[src/rtl/small_alu_if.sv]
// small_alu_if -- operand/result bundle for small_alu.
//
// Signals (WIDTH-bit operands and result, two's complement):
//   in_valid   master -> slave  qualifies add_sub/dataa/datab this cycle
//   add_sub    master -> slave  1 = add, 0 = subtract
//   dataa      master -> slave  operand A
//   datab      master -> slave  operand B
//   result     slave -> master  registered result
//   out_valid  slave -> master  result/overflow/carry updated this cycle
//   overflow   slave -> master  signed overflow of the registered operation
//   carry      slave -> master  carry-out (add) / no-borrow (subtract)
interface small_alu_if #(
   parameter int unsigned WIDTH = 9
);
   logic             in_valid;
   logic             add_sub;
   logic [WIDTH-1:0] dataa;
   logic [WIDTH-1:0] datab;
   logic [WIDTH-1:0] result;
   logic             out_valid;
   logic             overflow;
   logic             carry;

   modport master (
      output in_valid, add_sub, dataa, datab,
      input  result, out_valid, overflow, carry
   );

   modport slave (
      input  in_valid, add_sub, dataa, datab,
      output result, out_valid, overflow, carry
   );
endinterface

[src/rtl/small_alu.sv]
// small_alu -- registered signed add/subtract with overflow and carry flags.
//
// One-cycle latency: an operation sampled with in_valid=1 on a rising edge of
// clk appears on result/overflow/carry with out_valid=1 right after that edge.
// When in_valid=0 the result and flags hold; out_valid drops to 0.
//
// Ports:
//   clk     sole clock, rising edge
//   rst     asynchronous active-high reset; clears all outputs
//   bus_io  small_alu_if.slave (in_valid, add_sub, dataa, datab ->
//           result, out_valid, overflow, carry)
//
// Build option: define SMALL_ALU_SAT_EN to saturate result on signed overflow
// (to the most positive / most negative value); otherwise result wraps.
module small_alu #(
   parameter int unsigned WIDTH = 9
) (
   input logic           clk,
   input logic           rst,
   small_alu_if.slave    bus_io
);

   logic [WIDTH-1:0] b_eff;
   logic             cin;
   logic [WIDTH:0]   usum;
   logic [WIDTH-1:0] sum_wrap;
   logic             ovf;
   logic [WIDTH-1:0] res_d;

   logic [WIDTH-1:0] result_q;
   logic             out_valid_q;
   logic             overflow_q;
   logic             carry_q;

   // Subtract is a + ~b + 1, so a single adder serves both operations.
   always_comb begin
      b_eff    = bus_io.add_sub ? bus_io.datab : ~bus_io.datab;
      cin      = ~bus_io.add_sub;
      usum     = {1'b0, bus_io.dataa} + {1'b0, b_eff} + {{WIDTH{1'b0}}, cin};
      sum_wrap = usum[WIDTH-1:0];
      // Operands of equal sign producing a result of the opposite sign.
      ovf      = (bus_io.dataa[WIDTH-1] == b_eff[WIDTH-1]) &&
                 (sum_wrap[WIDTH-1] != bus_io.dataa[WIDTH-1]);
   end

`ifdef SMALL_ALU_SAT_EN
   // On overflow the true result has the sign of operand A.
   always_comb begin
      res_d = sum_wrap;
      if (ovf) begin
         res_d = bus_io.dataa[WIDTH-1] ? {1'b1, {(WIDTH-1){1'b0}}}
                                       : {1'b0, {(WIDTH-1){1'b1}}};
      end
   end
`else
   always_comb begin
      res_d = sum_wrap;
   end
`endif

   always_ff @(posedge clk or posedge rst) begin
      if (rst) begin
         result_q    <= '0;
         out_valid_q <= 1'b0;
         overflow_q  <= 1'b0;
         carry_q     <= 1'b0;
      end else begin
         out_valid_q <= bus_io.in_valid;
         if (bus_io.in_valid) begin
            result_q   <= res_d;
            overflow_q <= ovf;
            carry_q    <= usum[WIDTH];
         end
      end
   end

   assign bus_io.result    = result_q;
   assign bus_io.out_valid = out_valid_q;
   assign bus_io.overflow  = overflow_q;
   assign bus_io.carry     = carry_q;

endmodule

[src/flat_wrapper.sv]
// flat-port wrapper written by rule: the top's interface ports become plain ports
module small_alu_flat 
#(
   parameter int unsigned WIDTH = 9
)
  (clk, rst, bus_io_in_valid, bus_io_add_sub, bus_io_dataa, bus_io_datab, bus_io_result, bus_io_out_valid, bus_io_overflow, bus_io_carry);
  small_alu_if #(.WIDTH(WIDTH)) bus_io_i ();
  input logic clk;
  input logic rst;
  input wire logic [$bits(bus_io_i.in_valid)-1:0] bus_io_in_valid;
  input wire logic [$bits(bus_io_i.add_sub)-1:0] bus_io_add_sub;
  input wire logic [$bits(bus_io_i.dataa)-1:0] bus_io_dataa;
  input wire logic [$bits(bus_io_i.datab)-1:0] bus_io_datab;
  output wire logic [$bits(bus_io_i.result)-1:0] bus_io_result;
  output wire logic [$bits(bus_io_i.out_valid)-1:0] bus_io_out_valid;
  output wire logic [$bits(bus_io_i.overflow)-1:0] bus_io_overflow;
  output wire logic [$bits(bus_io_i.carry)-1:0] bus_io_carry;
  assign bus_io_i.in_valid = bus_io_in_valid;
  assign bus_io_i.add_sub = bus_io_add_sub;
  assign bus_io_i.dataa = bus_io_dataa;
  assign bus_io_i.datab = bus_io_datab;
  assign bus_io_result = bus_io_i.result;
  assign bus_io_out_valid = bus_io_i.out_valid;
  assign bus_io_overflow = bus_io_i.overflow;
  assign bus_io_carry = bus_io_i.carry;
  small_alu #(.WIDTH(WIDTH)) u_core (.clk(clk), .rst(rst), .bus_io(bus_io_i));
endmodule
[config.mk]
export PLATFORM = sky130hd
export DESIGN_NAME = small_alu_flat
export DESIGN_NICKNAME = d
export VERILOG_FILES = /design/src/rtl/small_alu_if.sv /design/src/rtl/small_alu.sv /design/src/flat_wrapper.sv
export SDC_FILE = /design/constraint.sdc
export NUM_CORES = 1
export LEC_CHECK = 0
export CAP_MARGIN = 10
export CORE_MARGIN = 2
export CORE_UTILIZATION = 45
export CTS_BUF_LIST = sky130_fd_sc_hd__clkbuf_8
export CTS_CLUSTER_SIZE = 30
export DETAILED_ROUTE_END_ITERATION = 16
export PLACE_DENSITY = 0.8
export SYNTH_ARGS = -nofsm -noshare
export SYNTH_HDL_FRONTEND = slang
export SYNTH_SLANG_ARGS = --single-unit
[constraint.sdc]
create_clock -name clk -period 0.9 [get_ports clk]
set_clock_uncertainty 0.1 [all_clocks]
set_input_delay 0.135 -clock clk [delete_from_list [all_inputs] [get_ports clk]]
set_output_delay 0.135 -clock clk [all_outputs]
set_load 0.05 [all_outputs]
==> results of run 1 <==
cell families after synthesis:
| family | after synthesis | synth area share [%] |
|---|---|---|
| AOI/OAI and AO/OA | 29 | 24.8 |
| buffers and inverters | 6 | 2.69 |
| adders and majority gates | 10 | 13.6 |
| and+or+nand+nor | 31 | 16.1 |
| DFF | 12 | 30.7 |
| muxes | 2 | 2.30 |
| xor gates and xnor gates | 11 | 9.85 |
cell usage after synthesis (all sizes together):
library cell and number:
or4 1, o21ai 1, inv 3, nand2 9
a21o 2, nor2 6, nand4 1, o311ai 2
ha 9, a22oi 1, buf 1, o21a 2
dfrtp 12, o41ai 1, a21oi 12, nand3 6
a31oi 1, a31o 1, nor2b 2, clkbuf 2
and3 1, mux2 2, a211o 1, nor3 5
xnor2 10, fa 1, xor2 1, o31ai 4
a2111oi 1
metrics by stage:
stage          instances  setup slack, ps  setup TNS [ps]  utilization, %
3_5_place_dp         187            -1510          -13510            87.6
3_3_place_gp         187            -1410          -12990            87.6
2_1_floorplan        101             -865           -6800               -
==> flow_summary.json, run 1 <==
{
  "netlist_instances": 101,
  "failed_stage": "clock tree synthesis",
  "synth-seq-cells": 12,
  "synth_top_area_share_pct": 30.7,
  "cts_num_sinks": 12,
  "pin_count": 34,
  "syn-num-nets": 133,
  "synth.top_cells.by_area": "dfrtp_1 31%, ha_1 12%, xnor2_1 9.0%",
  "error_line": "[ERROR DPL-0038] Utilization greater than 100%, impossible to legalize",
  "synth_cell_types": 35,
  "cts_made_buffers": 3,
  "cts_setup_buffers": 14,
  "initial_core_util_pct": 48.9,
  "die_y_um": 50.6,
  "yosys.area.top_type": "dfrtp_1",
  "yosysSeqAreaShare_pct": 30.7,
  "synth_area_um2": 978,
  "place.gp.congestion": 0.851,
  "status": "stopped before the end",
  "port-buffer-count": 33,
  "dp_hpwl_um": 2530,
  "detailed_place.area_um2": 1750,
  "cts_max_level": 1,
  "cts_root_buf": "clkbuf_8",
  "fp.dieW_um": 50.6,
  "avgSynthCellArea_um2": 9.69,
  "cts_resized": 63,
  "cts_hold_buffers": 0,
  "rows": 16,
  "clockBufferDepth": 2,
  "yosys_warnings": 0
}
==> run 2: changes to the inputs <==
CORE_AREA = 2 2 63 65   (was not set)
CORE_MARGIN = not set   (was 2)
CORE_UTILIZATION = not set   (was 45)
CTS_BUF_LIST = not set   (was sky130_fd_sc_hd__clkbuf_8)
CTS_CLUSTER_SIZE = not set   (was 30)
DIE_AREA = 0 0 65 67   (was not set)
PLACE_DENSITY = not set   (was 0.8)
PLACE_DENSITY_LB_ADDON = 0.15   (was not set)
==> flow_summary.json, run 2 <==
{
  "status": "finished, violations left",
  "violations": "setup timing",
  "yosys.area.top_type": "dfrtp_1",
  "clockBufferDepth": 2,
  "drv_cap": 0,
  "fmax_ghz": 0.595,
  "seq_area_um2": 302,
  "end_kind": "flop",
  "wl_um": 3100,
  "critPathSlowestCell": "or4_1",
  "cts_tree": "done",
  "fp.dieW_um": 65,
  "synth-seq-cells": 12,
  "initial_core_util_pct": 27.1,
  "detailed_place.area_um2": 1770,
  "cts_made_buffers": 3,
  "routed_via_density": 4.68,
  "power.total_w": 0.00381,
  "reg2reg_from": "u_core.bus_io.result[6]$_DFFE_PP0P_",
  "setup_ws_ps": -780,
  "crit_type": "primary input to flop",
  "ys_async_sr_fraction_pct": 100,
  "reg2reg_slack_ps": -90,
  "final_antenna_net_count": 0,
  "fin_nets": 222,
  "path_buf_inv": 4,
  "rows": 22,
  "synth.top_cells.by_area": "dfrtp_1 31%, ha_1 12%, xnor2_1 9.0%",
  "cts_num_sinks": 12,
  "most-common-layout-cells": "43 x buf_4, 15 x buf_12, 11 x dfrtp_1",
  "synth_edf_count": 0,
  "netlist_instances": 101,
  "vdd_drop_max_mv": 0.572,
  "clk_pin_slew_worst_paths_ps": 50,
  "p_leak_nw": 1.02,
  "cts_max_level": 1,
  "antenna_cells": 0,
  "power_density_nw_per_um2": 1640,
  "crit_chain": "buf_8 -> buf_12 -> xnor2_4 -> ha_4 -> a21oi_4 -> buf_4 -> buf_6 -> a21oi_2 -> or4_1 -> nand3_1",
  "dr.pass1.iters": 4,
  "required_ps": 980,
  "synth_top_area_share_pct": 30.7,
  "r2r_cells": 3,
  "rsz0062_at_grt": "true",
  "core_region_area_um2": 3610,
  "fin_crit_sh_pct": 187,
  "wl_per_cell_um": 13.1,
  "rr_endpoint": "u_core.bus_io.result[6]$_DFFE_PP0P_",
  "yosysSeqAreaShare_pct": 30.7,
  "crit_arrival_ps": 1760,
  "drive_above_1_share_pct": 64.0,
  "yosys_warnings": 0,
  "dp_hpwl_um": 2100,
  "synth_area_um2": 978,
  "synth_most_common_cell": "dfrtp_1",
  "die-area_um2": 4360,
  "drc": 0,
  "multi_input_area_um2": 997,
  "synth_cell_types": 35,
  "place.gp.congestion": 0.778,
  "avgSynthCellArea_um2": 9.69,
  "overflow": 0,
  "hold_viol": 0,
  "crit_fanout": 3,
  "post_synth_most_frequent_cells": "12 x dfrtp_1, 11 x a21oi_1, 10 x xnor2_1, 9 x ha_1, 9 x nand2_1",
  "clkLatencyLatePin_ps": 240,
  "vias": 1109,
  "hp-class": "primary input to async pin",
  "die_y_um": 67,
  "fin_crit_ps": 1680,
  "cts_root_buf": "clkbuf_8",
  "fill_cells": 280,
  "grt_antenna_before_repair": 0,
  "syn2layout_area_growth_pct": 137,
  "drtIter0Drc": 35,
  "cpLargestDelayFamily": "simple AND/OR/NAND/NOR gates",
  "pin_count": 34,
  "maxSlewViolCount": 0,
  "fin_area_um2": 2310,
  "tightest_slew_ps": 388,
  "syn-num-nets": 133,
  "grt_max_degree": 13,
  "timing.setup.tns_ps": -8400,
  "port-buffer-count": 33,
  "track_usage_pct": 14.6,
  "max_stage_delay_ps": 410,
  "critPathLaunchType": "primary input",
  "relSlewSlack_pct": 74.1,
  "largest_register_ffs": 9,
  "grt_pass1_wl_um": 4860,
  "synth_ff_type": "dfrtp_1",
  "finalSetupViolations": 22,
  "first_global_vias": 1091,
  "final_common_cell": "buf_4"
}
run 2: cell counts after synthesis:
Identical to the previous run, type by type.
run 2: report_power, final:
part	switching [W]	internal, W	leakage [nW]	total [W]
Combinational	0.00112	0.00138	0.860	0.00250
Clock	0.000210	0.000313	0.0228	0.000523
Sequential	0.000124	0.000660	0.141	0.000784
Total	0.00146	0.00235	1.02	0.00381
run 2: cell families (layout without fill, tap and decap cells):
group | Yosys count | count (layout) | synth area share (%)
AO/OA/AOI/OAI | 29 | 29 | 24.8
XOR/XNOR | 11 | 11 | 9.85
adder cells (fa/ha/maj) | 10 | 10 | 13.6
buffers and inverters | 6 | 94 | 2.69
flip-flops | 12 | 12 | 30.7
multiplexers | 2 | 2 | 2.30
AND/OR/NAND/NOR | 31 | 31 | 16.1
run 2: area by class of cell:
cell class | instances | share of cell area, %
Multi-Input combinational cell | 83 | 43.1
Timing Repair Buffer | 87 | 38.9
Sequential cell | 12 | 13.0
Tap cell | 48 | 2.59
Clock buffer | 4 | 1.95
Inverter | 3 | 0.486
run 2: repair_timing:
| item | 4_1_cts | 5_1_grt |
|---|---|---|
| hold buffers | 0 | 0 |
| resized for setup | 66 | 24 |
| setup endpoints to repair | 23 | 22 |
| setup buffers | 16 | 10 |
| pin swaps | 29 | 23 |
| gates cloned | 0 | 0 |
run 2: worst reg2reg max path, delay by kind of cell (launching register included):
family	cells	cell delay (ps)
buffers and inverters	1	140
AO/OA/AOI/OAI	1	130
AND/OR/NAND/NOR	1	90
flip-flops	1	400
run 2: worst max-delay path by stage:
stage | startpoint | to | slack (ps) | cells past startpoint
finish | bus_io_add_sub | u_core.bus_io.result[6]$_DFFE_PP0P_ | -780 | 10
global route | bus_io_add_sub | u_core.bus_io.overflow$_DFFE_PP0P_ | -890 | 9
CTS | bus_io_add_sub | u_core.bus_io.overflow$_DFFE_PP0P_ | -850 | 9
detailed placement | bus_io_add_sub | u_core.bus_io.overflow$_DFFE_PP0P_ | -1480 | 8
global placement | bus_io_add_sub | u_core.bus_io.result[8]$_DFFE_PP0P_ | -1390 | 8
floorplan | bus_io_add_sub | u_core.bus_io.overflow$_DFFE_PP0P_ | -860 | 8
run 2: stage by stage:
stage	worst slack [ps]	cells	util (%)	hold slack [ps]
after global placement	-1390	209	49.2	349
after CTS	-845	228	58.9	95.8
final	-780	237	64.2	91.1
after global routing	-890	237	64.2	106
after floorplan	-865	101	-	-100
after detailed placement	-1480	209	49.2	361
run 2: layer usage:
metal	global-route usage, %	routed length [um]	part of all wire (%)
met2	25.6	1600	52
met3	2.36	130	4.2
met5	0	0	0
met4	5.32	51	1.6
met1	17.9	1320	43
No activity file was read; power rests on OpenSTA's default activity.
